<file path="config.mk">
export PLATFORM = sky130hd
export DESIGN_NAME = nanov_alu_arbiter_flat
export DESIGN_NICKNAME = d
export VERILOG_FILES = /design/src/rtl/nanov_alu_arbiter_if.sv /design/src/rtl/nanov_alu_arbiter.sv /design/src/flat_wrapper.sv
export SDC_FILE = /design/constraint.sdc
export NUM_CORES = 1
export LEC_CHECK = 0
export CAP_MARGIN = 10
export CORE_UTILIZATION = 35
export CTS_BUF_LIST = sky130_fd_sc_hd__clkbuf_8
export CTS_CLUSTER_SIZE = 12
export DETAILED_ROUTE_END_ITERATION = 12
export SLEW_MARGIN = 30
export SYNTH_ARGS = -nofsm -noshare
export SYNTH_HDL_FRONTEND = slang
export SYNTH_SLANG_ARGS = --single-unit
</file>
<file path="constraint.sdc">
create_clock -name clk -period 11.2 [get_ports clk]
set_input_delay 1.68 -clock clk [delete_from_list [all_inputs] [get_ports clk]]
set_output_delay 1.68 -clock clk [all_outputs]
set_load 0.02 [all_outputs]
</file>
<file path="src/rtl/nanov_alu_arbiter_if.sv">
// rtl/nanov_alu_arbiter_if.sv - request/response handshake bundle for the two ALU arbiter ports
interface nanov_alu_arbiter_if;
    logic        req_valid_0;
    logic        req_ready_0;
    logic [2:0]  req_op_0;
    logic [31:0] req_a_0;
    logic [31:0] req_b_0;
    logic        resp_valid_0;
    logic        resp_ready_0;
    logic [31:0] resp_d_0;

    logic        req_valid_1;
    logic        req_ready_1;
    logic [2:0]  req_op_1;
    logic [31:0] req_a_1;
    logic [31:0] req_b_1;
    logic        resp_valid_1;
    logic        resp_ready_1;
    logic [31:0] resp_d_1;

    modport master (
        output req_valid_0, req_op_0, req_a_0, req_b_0, resp_ready_0,
        output req_valid_1, req_op_1, req_a_1, req_b_1, resp_ready_1,
        input  req_ready_0, resp_valid_0, resp_d_0,
        input  req_ready_1, resp_valid_1, resp_d_1
    );

    modport slave (
        input  req_valid_0, req_op_0, req_a_0, req_b_0, resp_ready_0,
        input  req_valid_1, req_op_1, req_a_1, req_b_1, resp_ready_1,
        output req_ready_0, resp_valid_0, resp_d_0,
        output req_ready_1, resp_valid_1, resp_d_1
    );
endinterface

</file>
<file path="src/rtl/nanov_alu_arbiter.sv">
// rtl/nanov_alu_arbiter.sv - one shared ALU arbitrated between two buffered requesters
// Define NANOV_ALU_ARB_RR_EN for round-robin contention; otherwise port 0 has fixed priority.
module nanov_alu_arbiter (
    input  logic                 clk,
    input  logic                 rstn,
    nanov_alu_arbiter_if.slave   bus
);
    logic [1:0]  req_valid;
    logic [1:0]  req_ready;
    logic [1:0]  resp_ready;
    logic [1:0]  accept;
    logic [1:0]  elig;
    logic [1:0]  issue;
    logic [1:0]  h_full;
    logic [1:0]  r_full;
    logic [2:0]  in_op [2];
    logic [31:0] in_a  [2];
    logic [31:0] in_b  [2];
    logic [2:0]  h_op  [2];
    logic [31:0] h_a   [2];
    logic [31:0] h_b   [2];
    logic [31:0] r_d   [2];

    assign req_valid  = {bus.req_valid_1, bus.req_valid_0};
    assign resp_ready = {bus.resp_ready_1, bus.resp_ready_0};
    assign in_op[0]   = bus.req_op_0;
    assign in_op[1]   = bus.req_op_1;
    assign in_a[0]    = bus.req_a_0;
    assign in_a[1]    = bus.req_a_1;
    assign in_b[0]    = bus.req_b_0;
    assign in_b[1]    = bus.req_b_1;

    assign bus.req_ready_0  = req_ready[0];
    assign bus.req_ready_1  = req_ready[1];
    assign bus.resp_valid_0 = r_full[0];
    assign bus.resp_valid_1 = r_full[1];
    assign bus.resp_d_0     = r_d[0];
    assign bus.resp_d_1     = r_d[1];

    // A port may issue only if its response slot is empty or is being drained this cycle.
    assign elig      = h_full & (~r_full | resp_ready);
    assign req_ready = ~h_full | issue;
    assign accept    = req_valid & req_ready;

`ifdef NANOV_ALU_ARB_RR_EN
    logic last;

    always_comb begin
        issue = elig;
        if (elig == 2'b11) begin
            issue = last ? 2'b01 : 2'b10;
        end
    end

    always_ff @(posedge clk or negedge rstn) begin
        if (!rstn) begin
            last <= 1'b1;
        end else if (|issue) begin
            last <= issue[1];
        end
    end
`else
    assign issue = {elig[1] & ~elig[0], elig[0]};
`endif

    logic        sel;
    logic [2:0]  alu_op;
    logic [31:0] alu_a;
    logic [31:0] alu_b;
    logic [31:0] alu_d;

    assign sel    = issue[1];
    assign alu_op = h_op[sel];
    assign alu_a  = h_a[sel];
    assign alu_b  = h_b[sel];

    // Ops 001 and 101 have no function and quietly produce zero.
    always_comb begin
        alu_d = 32'h0;
        case (alu_op)
            3'b000:  alu_d = alu_a + alu_b;
            3'b010:  alu_d = {31'h0, $signed(alu_a) < $signed(alu_b)};
            3'b011:  alu_d = {31'h0, alu_a < alu_b};
            3'b100:  alu_d = alu_a ^ alu_b;
            3'b110:  alu_d = alu_a | alu_b;
            3'b111:  alu_d = alu_a & alu_b;
            default: alu_d = 32'h0;
        endcase
    end

    always_ff @(posedge clk or negedge rstn) begin
        if (!rstn) begin
            h_full <= 2'b00;
            r_full <= 2'b00;
            for (int i = 0; i < 2; i++) begin
                h_op[i] <= 3'h0;
                h_a[i]  <= 32'h0;
                h_b[i]  <= 32'h0;
                r_d[i]  <= 32'h0;
            end
        end else begin
            for (int i = 0; i < 2; i++) begin
                if (accept[i]) begin
                    h_full[i] <= 1'b1;
                    h_op[i]   <= in_op[i];
                    h_a[i]    <= in_a[i];
                    h_b[i]    <= in_b[i];
                end else if (issue[i]) begin
                    h_full[i] <= 1'b0;
                end

                if (issue[i]) begin
                    r_full[i] <= 1'b1;
                    r_d[i]    <= alu_d;
                end else if (resp_ready[i]) begin
                    r_full[i] <= 1'b0;
                end
            end
        end
    end
endmodule
</file>
<file path="src/flat_wrapper.sv">
// flat-port wrapper written by rule: the top's interface ports become plain ports
module nanov_alu_arbiter_flat 
  (clk, rstn, bus_req_valid_0, bus_req_op_0, bus_req_a_0, bus_req_b_0, bus_resp_ready_0, bus_req_valid_1, bus_req_op_1, bus_req_a_1, bus_req_b_1, bus_resp_ready_1, bus_req_ready_0, bus_resp_valid_0, bus_resp_d_0, bus_req_ready_1, bus_resp_valid_1, bus_resp_d_1);
  nanov_alu_arbiter_if bus_i ();
  input  logic clk;
  input  logic rstn;
  input wire logic [$bits(bus_i.req_valid_0)-1:0] bus_req_valid_0;
  input wire logic [$bits(bus_i.req_op_0)-1:0] bus_req_op_0;
  input wire logic [$bits(bus_i.req_a_0)-1:0] bus_req_a_0;
  input wire logic [$bits(bus_i.req_b_0)-1:0] bus_req_b_0;
  input wire logic [$bits(bus_i.resp_ready_0)-1:0] bus_resp_ready_0;
  input wire logic [$bits(bus_i.req_valid_1)-1:0] bus_req_valid_1;
  input wire logic [$bits(bus_i.req_op_1)-1:0] bus_req_op_1;
  input wire logic [$bits(bus_i.req_a_1)-1:0] bus_req_a_1;
  input wire logic [$bits(bus_i.req_b_1)-1:0] bus_req_b_1;
  input wire logic [$bits(bus_i.resp_ready_1)-1:0] bus_resp_ready_1;
  output wire logic [$bits(bus_i.req_ready_0)-1:0] bus_req_ready_0;
  output wire logic [$bits(bus_i.resp_valid_0)-1:0] bus_resp_valid_0;
  output wire logic [$bits(bus_i.resp_d_0)-1:0] bus_resp_d_0;
  output wire logic [$bits(bus_i.req_ready_1)-1:0] bus_req_ready_1;
  output wire logic [$bits(bus_i.resp_valid_1)-1:0] bus_resp_valid_1;
  output wire logic [$bits(bus_i.resp_d_1)-1:0] bus_resp_d_1;
  assign bus_i.req_valid_0 = bus_req_valid_0;
  assign bus_i.req_op_0 = bus_req_op_0;
  assign bus_i.req_a_0 = bus_req_a_0;
  assign bus_i.req_b_0 = bus_req_b_0;
  assign bus_i.resp_ready_0 = bus_resp_ready_0;
  assign bus_i.req_valid_1 = bus_req_valid_1;
  assign bus_i.req_op_1 = bus_req_op_1;
  assign bus_i.req_a_1 = bus_req_a_1;
  assign bus_i.req_b_1 = bus_req_b_1;
  assign bus_i.resp_ready_1 = bus_resp_ready_1;
  assign bus_req_ready_0 = bus_i.req_ready_0;
  assign bus_resp_valid_0 = bus_i.resp_valid_0;
  assign bus_resp_d_0 = bus_i.resp_d_0;
  assign bus_req_ready_1 = bus_i.req_ready_1;
  assign bus_resp_valid_1 = bus_i.resp_valid_1;
  assign bus_resp_d_1 = bus_i.resp_d_1;
  nanov_alu_arbiter u_core (.clk(clk), .rstn(rstn), .bus(bus_i));
endmodule
</file>
* Yosys cells after proc, flatten, opt, wreduce, memory -nomap -nowiden
Index checks and enable logic that the tools add are counted.
** Operators by class
- $add $sub $neg :: 1
- $lt $le $gt $ge :: 3
- Eq/ne operators :: 5
- Multiplexer cells :: 18
- Bitwise operators :: 12
- Reduce and logical (&&, ||, !) cells :: 5
** Operators by type and width (number)
- two-way mux 32 bit :: 6
- case mux 32 bit (6 select lines) :: 1
- less-than comparator 32 bit :: 2
- adder 32 bit :: 1
- AND 32 bit :: 1
- bitwise OR 32 bit :: 1
- bitwise XOR 32 bit :: 1
- equality test 3 bit (second input constant) :: 3
- two-way mux 3 bit :: 3
- two-way mux 1 bit :: 8
- nonzero test 2 bit :: 4
- equality test 3 x 2 -> 1 bit (second input constant) :: 2
- AND 2 bit :: 2
- inverter 2 bit :: 2
- bitwise OR 2 bit :: 2
- logical NOT 3 bit :: 1
- >= comparator 2 bit (second input constant) :: 1
- inverter 1 -> 2 bit :: 1
- AND 1 bit :: 1
- inverter 1 bit :: 1
** Word-level totals
- Flip-flop bits (word level) :: 202
- Output and inout port bits :: 68
- Word-level logic and storage cells :: 56

* Longest topological paths before layout
Gate-level depths: netlist of run 1.
- Depth in word-level cells :: 11
- Mapped depth :: 17
- Depth with buffers taken out :: 14

* Least setup slack after synthesis of run 1
OpenSTA, ideal clock, no wires.
- Path type :: input-to-reg
- Start point :: input port bus_resp_ready_1
- End point :: register u_core.r_d, in the netlist u_core.bus.resp_d_0[22]
- Library setup time :: 0.135 ns
- Arrival :: 5.213 ns
- Data required time :: 11.065 ns
- Path slack :: 5.853 ns
- Cell stages on the path :: 17
- Path buffers :: 3
- Cells stage by stage :: nand2b_1 o211ai_2 buf_6 clkbuf_1 clkbuf_1 mux2i_1 inv_1 ha_1 fa_1 a21o_1 a221oi_2 o2111ai_1 a31oi_1 o21ai_0 xnor2_1 a221oi_1 o21ai_0
** Between the ends
- Word-level cells in the longest chain between the ends :: 9
** Ends and longest elaborated chain
- from (decl) :: RTL line flat_wrapper.sv:16 : input wire logic [$bits(bus_i.resp_ready_1)-1:0] bus_resp_ready_1;
- bitwise OR 2 bit * :: RTL line nanov_alu_arbiter.sv:41 : assign elig = h_full & (~r_full | resp_ready);
- AND 2 bit * :: RTL line nanov_alu_arbiter.sv:41
- AND 1 bit * :: RTL line nanov_alu_arbiter.sv:63 : assign issue = {elig[1] & ~elig[0], elig[0]};
- inverter 1 -> 2 bit (not written as such) * :: RTL line nanov_alu_arbiter.sv:73, nanov_alu_arbiter.sv:74, nanov_alu_arbiter.sv:75
- two-way mux 32 bit (not written as such), or another cell as far along (3 in series) :: RTL line nanov_alu_arbiter.sv:74 : assign alu_a = h_a[sel];
- adder 32 bit, or another cell as far along :: RTL line nanov_alu_arbiter.sv:81 : 3'b000: alu_d = alu_a + alu_b;
- case mux 32 bit (6 select lines) * :: RTL line nanov_alu_arbiter.sv:80 : case (alu_op)
- to (signal, indexed assignment) :: RTL line nanov_alu_arbiter.sv:114 : r_d[i] <= alu_d;
- to (decl) :: RTL line nanov_alu_arbiter.sv:22 : logic [31:0] r_d [2];
Mark *: on every way between the ends. The rest lies on a longest branch, timed or not. The select of a mux whose other input is x is not followed.
A chain may end at the register's enable or synchronous reset.

* Final worst setup path of run 1
- Start point :: input port bus_resp_ready_1
- End point :: register u_core.r_d, in the netlist u_core.bus.resp_d_1[27]
** Between the ends
- Word-level cells in the longest chain between the ends :: 9
** Ends and longest elaborated chain (RTL line)
- bitwise OR 2 bit * :: nanov_alu_arbiter.sv:41
- AND 2 bit * :: nanov_alu_arbiter.sv:41
- AND 1 bit * :: nanov_alu_arbiter.sv:63
- inverter 1 -> 2 bit (not written as such) :: nanov_alu_arbiter.sv:73, nanov_alu_arbiter.sv:74, nanov_alu_arbiter.sv:75
- two-way mux 32 bit (not written as such), or another cell as far along (3 in series) :: nanov_alu_arbiter.sv:74
- adder 32 bit, or another cell as far along :: nanov_alu_arbiter.sv:81
- case mux 32 bit (6 select lines) :: nanov_alu_arbiter.sv:80
Marks and branches as above.

==> results.sh, run 1 <==
export IMPL_status="finished clean"
export IMPL_vias=10270
export IMPL_clkPwrFrac_pct=20.9
export IMPL_yosys_warnings=0
export IMPL_dpl_hpwl_um=27100
export IMPL_postCtsSetupBuffers=0
export IMPL_drc=0
export IMPL_drive_above_1_share_pct=14.58
export IMPL_syn_nets=1579
export IMPL_max_stage_delay_ps=700
export IMPL_synth_top_area_share_pct=41.01
export IMPL_worstPathCellList="clkdlybuf4s50_1 -> nand2b_1 -> o211ai_4 -> buf_4 -> buf_4 -> nand2_1 -> nand2_1 -> ha_1 -> a21o_1 -> o21bai_1 -> a211oi_1 -> a211oi_1 -> nand2b_1 -> a311o_1 -> a211oi_1 -> nor3_1"
export IMPL_min_path_type="reg2reg"
export IMPL_fin_ws_ps=5387
export IMPL_grt_max_degree=83
export IMPL_h_tree_depth=2
export IMPL_cts_sinks=202
export IMPL_whs_ps=475.6
export IMPL_tightestPinTransition_ps=985.8
export IMPL_synth_area_um2=12330
export IMPL_antenna_cells=0
export IMPL_dp_cells=1936
export IMPL_fill_cells=3388
export IMPL_cts_made_buffers=39
export IMPL_fin_cells=2005
export IMPL_port_buffers=207
export IMPL_track_usage_pct=20.68
export IMPL_worst_ir_drop_vdd_uv=139.5
export IMPL_drtIter0Drc=620
export IMPL_p_sw_share_pct=41.99
export IMPL_fin_skew_ps=28.89
export IMPL_max_freq_mhz=172.0
export IMPL_overflow=0
export IMPL_p_total_mw=3.637
export IMPL_hold_viol_final=0
export IMPL_area_growth_pct=26.36
export IMPL_netlist_cell_type_count=68
export IMPL_drt_first_pass_iters=5
export IMPL_dp_slack_ps=4804
export IMPL_cap_viol_max_count=0
export IMPL_grt_first_pass_wirelength_um=57880
export IMPL_worst_setup_path_end_kind="flop"
export IMPL_power_frac_comb_pct=49.4
export IMPL_setup_violations=0
export IMPL_cts_tree="yes"
export IMPL_startpoint_type="primary input"
export IMPL_p_seq_share_pct=29.7
export IMPL_drv_slew=0
export IMPL_synth_common_cells="325 x nand2_1, 202 x dfrtp_1, 138 x mux2_2"
export IMPL_crit_family="buffers and inverters"
export IMPL_place_congestion=0.9313
export IMPL_root_buffer="clkbuf_8"
export IMPL_fp_dieH_um=189.7
export IMPL_p_sw_mw=1.528
export IMPL_tns_ps=0
export IMPL_ys_ff_latch=202
export IMPL_yosys_top_cells_area="dfrtp_1 41%, mux2_2 13%, nand2_1 9.9%, ha_1 9.7%, o21ai_0 3.1%"
export IMPL_slew_headroom_pct=34.28
export IMPL_worstPathRequired_ps=11600
export IMPL_ys_seq_area_share_pct=41.01
export IMPL_antenna_found_initial=1
export IMPL_leakage_nw=7.075
export IMPL_yosys_area_top_type="dfrtp_1"
export IMPL_drtAntennaViolNets=0
export IMPL_io_pin_count=208
export IMPL_async_flop_share_pct=100.0
export IMPL_finalNetCount=1760
export IMPL_synth_cells=1342
export IMPL_critPathMostFrequentCell="a211oi_1"
export IMPL_period_share_pct=51.90
export IMPL_synth_edf_count=0
export IMPL_intPower_mw=2.110
export IMPL_synth_ff_type="dfrtp_1"
export IMPL_avgViaCountPerCell=5.123
export IMPL_first_global_vias=10190
export IMPL_die_x_um=189.7
export IMPL_routed_wl_um=36650
export IMPL_power_density_nw_per_um2=233.5
export IMPL_cp_arrival_ps=6220
export IMPL_crit_buf_inv=3
export IMPL_worstSetupPathType="in2reg"
export IMPL_die_area_um2=35970
export IMPL_cts_buffer_depth=3
export IMPL_hold_buffers=0
export IMPL_synth_most_common_cell="nand2_1"
export IMPL_fin_crit_ps=5813
export IMPL_rsz0062_at_grt="false"
export IMPL_cts_resized=0
export IMPL_avgSynthCellArea_um2=9.185
export IMPL_cpMaxStageDelayCell="buf_4"
export IMPL_core_area_um2=34630
export IMPL_cp_max_fo=75
export IMPL_insertion_delay_ps=550
export IMPL_initial_core_util_pct=35.60
export IMPL_clk_pin_slew_ps=60
export IMPL_avgRoutedWirePerCell_um=18.28
export IMPL_rows=68
[cell type report]
| class | instances | area (µm²) | area share, % |
|---|---|---|---|
| multi-input combinational | 977 | 6641 | 42.64 |
| sequential | 202 | 5055 | 32.45 |
| timing repair buffer | 218 | 2193 | 14.08 |
| clock buffer | 47 | 646.9 | 4.153 |
| tap | 455 | 569.3 | 3.655 |
| inverter | 85 | 319.1 | 2.048 |
| clock inverter | 21 | 151.4 | 0.9720 |
[path summary, 6_finish.rpt]
check | end | cells past startpoint | slack (ps) | from
max in group asynchronous | u_core.bus.resp_d_0[30] | 2 | 9020 | rstn
hold reg to reg | u_core.bus.resp_d_0[15] | 2 | 480 | u_core.bus.resp_d_0[15]
hold / removal | u_core.bus.resp_d_0[15] | 2 | 480 | u_core.bus.resp_d_0[15]
setup reg to reg | u_core.bus.resp_d_1[27] | 15 | 6530 | u_core.r_full[0]
min in group asynchronous | u_core.h_b[10] | 1 | 1050 | rstn
setup / recovery | u_core.bus.resp_d_1[27] | 16 | 5390 | bus_resp_ready_1
[cells by family after synthesis]
group | Yosys count | share of synthesized area, %
and+or+nand+nor | 458 | 15.49
AOI/OAI and AO/OA | 247 | 12.80
DFF | 202 | 41.01
buffers and inverters | 163 | 5.410
muxes | 153 | 13.82
adders and majority gates | 97 | 9.907
xor gates and xnor gates | 22 | 1.563
[flip-flops by register name, indices dropped and copies added, names as in the netlist]
| register | count |
|---|---|
| u_core.h_b | 64 |
| u_core.r_full | 2 |
| u_core.h_full | 2 |
| u_core.bus.resp_d_0 | 32 |
| u_core.h_a | 64 |
| u_core.bus.resp_d_1 | 32 |
| u_core.h_op | 6 |
[routing by layer]
metal | part of all wire (%) | global-route usage, %
met1 | 48 | 29.61
met2 | 45 | 32.42
met3 | 5.7 | 2.970
met4 | 2.2 | 5.614
met5 | 0 | 0
[tightest hold or removal path: cells and delay by family, from the launching register on]
kind,cells,cell delay (ps)
AOI/OAI and AO/OA,1,60
and+or+nand+nor,1,50
DFF,1,340
[power groups by stage]
stage | Clock (mW) | Sequential, mW | Combinational (mW)
after floorplan | 0 | 1.19 | 1.02
after global placement | 0 | 1.09 | 1.77
after CTS | 0.778 | 1.08 | 1.79
final | 0.759 | 1.08 | 1.80
after detailed placement | 0 | 1.10 | 1.79
after global routing | 0.813 | 1.11 | 1.97
[placed cells by master (no fill, tap or decap), drive strengths merged, types with 4 or more instances in the layout]
cell type,count
nand2,326
clkdlybuf4s50,206
dfrtp,202
mux2,138
inv,98
ha,96
o21ai,79
a21oi,60
nor2,55
clkbuf,48
xnor2,17
a211oi,16
mux2i,15
nor3,14
nand3,12
buf,11
nand2b,9
a21o,8
nand4,8
o22ai,8
o31ai,8
o211ai,8
o21bai,7
a31oi,7
nor4,6
a22oi,6
or4,6
a221oi,6
o21a,5
a22o,5
xor2,5
nor2b,5
and3,4
a221o,4
and2,4
[through the flow]
stage          cell area [µm²]  util [%]
5_1_grt                  15580     44.98
2_1_floorplan            12330         -
6_report                 15580     44.98
4_1_cts                  15550     44.92
3_3_place_gp             14720     42.51
3_5_place_dp             14760     42.61
Power figures use the tool's default switching activity.
==> run 2: changes to the inputs <==
Clock period 11.2 ns to 6 ns, I/O delays scaled along.
==> results.sh, run 2 (synthesis gave the netlist of run 1 again) <==
export IMPL_vias=10180
export IMPL_critPathMostFrequentCell="o21ai_0"
export IMPL_cts_made_buffers=38
export IMPL_fp_dieH_um=189.7
export IMPL_rsz0062_at_grt="false"
export IMPL_postCtsSetupBuffers=0
export IMPL_drc=0
export IMPL_top_regs="u_core.h_a: 64 flops, u_core.h_b: 64 flops"
export IMPL_r2r_cells=15
export IMPL_drt_first_pass_iters=5
export IMPL_status="finished clean"
export IMPL_drtIter0Drc=755
export IMPL_p_total_mw=6.771
export IMPL_initial_core_util_pct=35.60
export IMPL_reg2reg_to="u_core.bus.resp_d_0[22]"
export IMPL_h_tree_depth=2
export IMPL_die_area_um2=35970
export IMPL_max_stage_delay_ps=490
export IMPL_hold_viol_final=0
export IMPL_first_global_vias=10180
export IMPL_routed_wl_um=36440
export IMPL_cap_viol_max_count=0
export IMPL_drv_slew=0
export IMPL_dpl_hpwl_um=27560
export IMPL_layout_common_cells="324 x nand2_1, 206 x clkdlybuf4s50_1, 202 x dfrtp_1, 138 x mux2_2, 98 x inv_1"
export IMPL_antenna_cells=0
export IMPL_max_freq_mhz=216.8
export IMPL_cp_arrival_ps=4990
export IMPL_power_density_nw_per_um2=433.9
export IMPL_fin_crit_ps=4613
export IMPL_port_buffers=207
export IMPL_hold_buffers=0
export IMPL_setup_violations=0
export IMPL_insertion_delay_ps=530
export IMPL_grt_max_degree=113
export IMPL_r2r_slack_ps=1760
export IMPL_crit_buf_inv=3
export IMPL_cpMaxStageDelayCell="clkdlybuf4s50_1"
export IMPL_worstPathRequired_ps=6380
export IMPL_worstPathCellList="clkdlybuf4s50_1 -> nor2b_2 -> o211ai_4 -> buf_12 -> mux2i_1 -> inv_1 -> ha_1 -> fa_1 -> a21o_1 -> a221oi_2 -> o2111ai_1 -> a31oi_1 -> o21ai_0 -> xnor2_1 -> a221oi_1 -> o21ai_0"
export IMPL_cts_tree="yes"
export IMPL_rows=68
export IMPL_crit_family="compound AO/OA/AOI/OAI gates"
export IMPL_root_buffer="clkbuf_8"
export IMPL_core_area_um2=34630
export IMPL_r2r_start="u_core.r_full[0]"
export IMPL_period_share_pct=76.89
export IMPL_fill_cells=3344
export IMPL_path_depth=16
export IMPL_io_pin_count=208
export IMPL_worstSetupPathType="in2reg"
export IMPL_tightestPinTransition_ps=939.0
export IMPL_worst_setup_path_end_kind="flop"
export IMPL_cts_buffer_depth=3
export IMPL_drtAntennaViolNets=0
export IMPL_overflow=0
export IMPL_grt_first_pass_wirelength_um=57660
export IMPL_avgViaCountPerCell=5.075
export IMPL_startpoint_type="primary input"
export IMPL_drive_above_1_share_pct=14.44
export IMPL_cp_max_fo=52
export IMPL_leakage_nw=7.097
export IMPL_slew_headroom_pct=37.36
export IMPL_die_x_um=189.7
export IMPL_regArea_um2=5055
export IMPL_tns_ps=0
export IMPL_avgRoutedWirePerCell_um=18.16
export IMPL_finalNetCount=1764
export IMPL_clk_pin_slew_ps=60
export IMPL_multiInputGateArea_um2=6638
export IMPL_final_common_cell="nand2_1"
export IMPL_antenna_found_initial=0
export IMPL_cts_resized=0
export IMPL_fin_skew_ps=16.72
export IMPL_worst_ir_drop_vdd_uv=250.0
export IMPL_min_path_type="in2async"
export IMPL_track_usage_pct=20.57
export IMPL_area_growth_pct=26.59
export IMPL_place_congestion=0.9584
export IMPL_cts_sinks=202
[run 2: changes by cell type in the layout (fill, tap and decap cells not counted), sizes merged]
cell / before / now
clkbuf: 48 / 45
buf: 11 / 16
bufinv: 2 / 3
clkinv: 3 / 0
inv: 98 / 99
[run 2: area by class of cell]
cell class / instances / area share, %
multi-input combinational: 977 / 42.54
sequential: 202 / 32.39
timing repair buffer: 223 / 14.44
clock buffer: 44 / 3.881
tap: 455 / 3.648
inverter: 85 / 2.045
clock inverter: 20 / 1.058
[run 2: layer usage]
layer / vias to the layer above / global-route usage, % / wire length (µm)
li1: 4933 / - / -
met1: 4858 / 30.10 / 17840
met2: 331 / 31.25 / 15750
met3: 58 / 3.247 / 1988
met4: 0 / 5.676 / 861
met5: - / 0 / 0
[run 2: worst max path at each step]
stage                startpoint  slack (ps)                       to
2_1_floorplan  bus_resp_ready_1        1430  u_core.bus.resp_d_0[22]
3_3_place_gp   bus_resp_ready_0        1000  u_core.bus.resp_d_1[22]
3_5_place_dp   bus_resp_ready_0         920  u_core.bus.resp_d_0[22]
4_1_cts        bus_resp_ready_0        1450  u_core.bus.resp_d_0[22]
5_1_grt        bus_resp_ready_0        1130  u_core.bus.resp_d_0[22]
6_report       bus_resp_ready_0        1390  u_core.bus.resp_d_0[22]
[run 2: power by group]
group          switching, mW  internal, mW
combinational           1.97          1.39
clock                  0.575         0.793
sequential             0.271          1.77
total                   2.82          3.95
[run 2: stage by stage]
| stage | worst slack, ps | hold slack (ps) | cell area (µm²) | utilization, % | instances |
|---|---|---|---|---|---|
| after global routing | 1132 | 476.8 | 15610 | 45.06 | 2006 |
| after floorplan | 1433 | 479.2 | 12330 | - | 1342 |
| after global placement | 1001 | 458.1 | 14800 | 42.75 | 1941 |
| after CTS | 1451 | 450.9 | 15580 | 44.98 | 2005 |
| after detailed placement | 923.4 | 464.7 | 14810 | 42.76 | 1941 |
| final | 1387 | 440.1 | 15610 | 45.06 | 2006 |
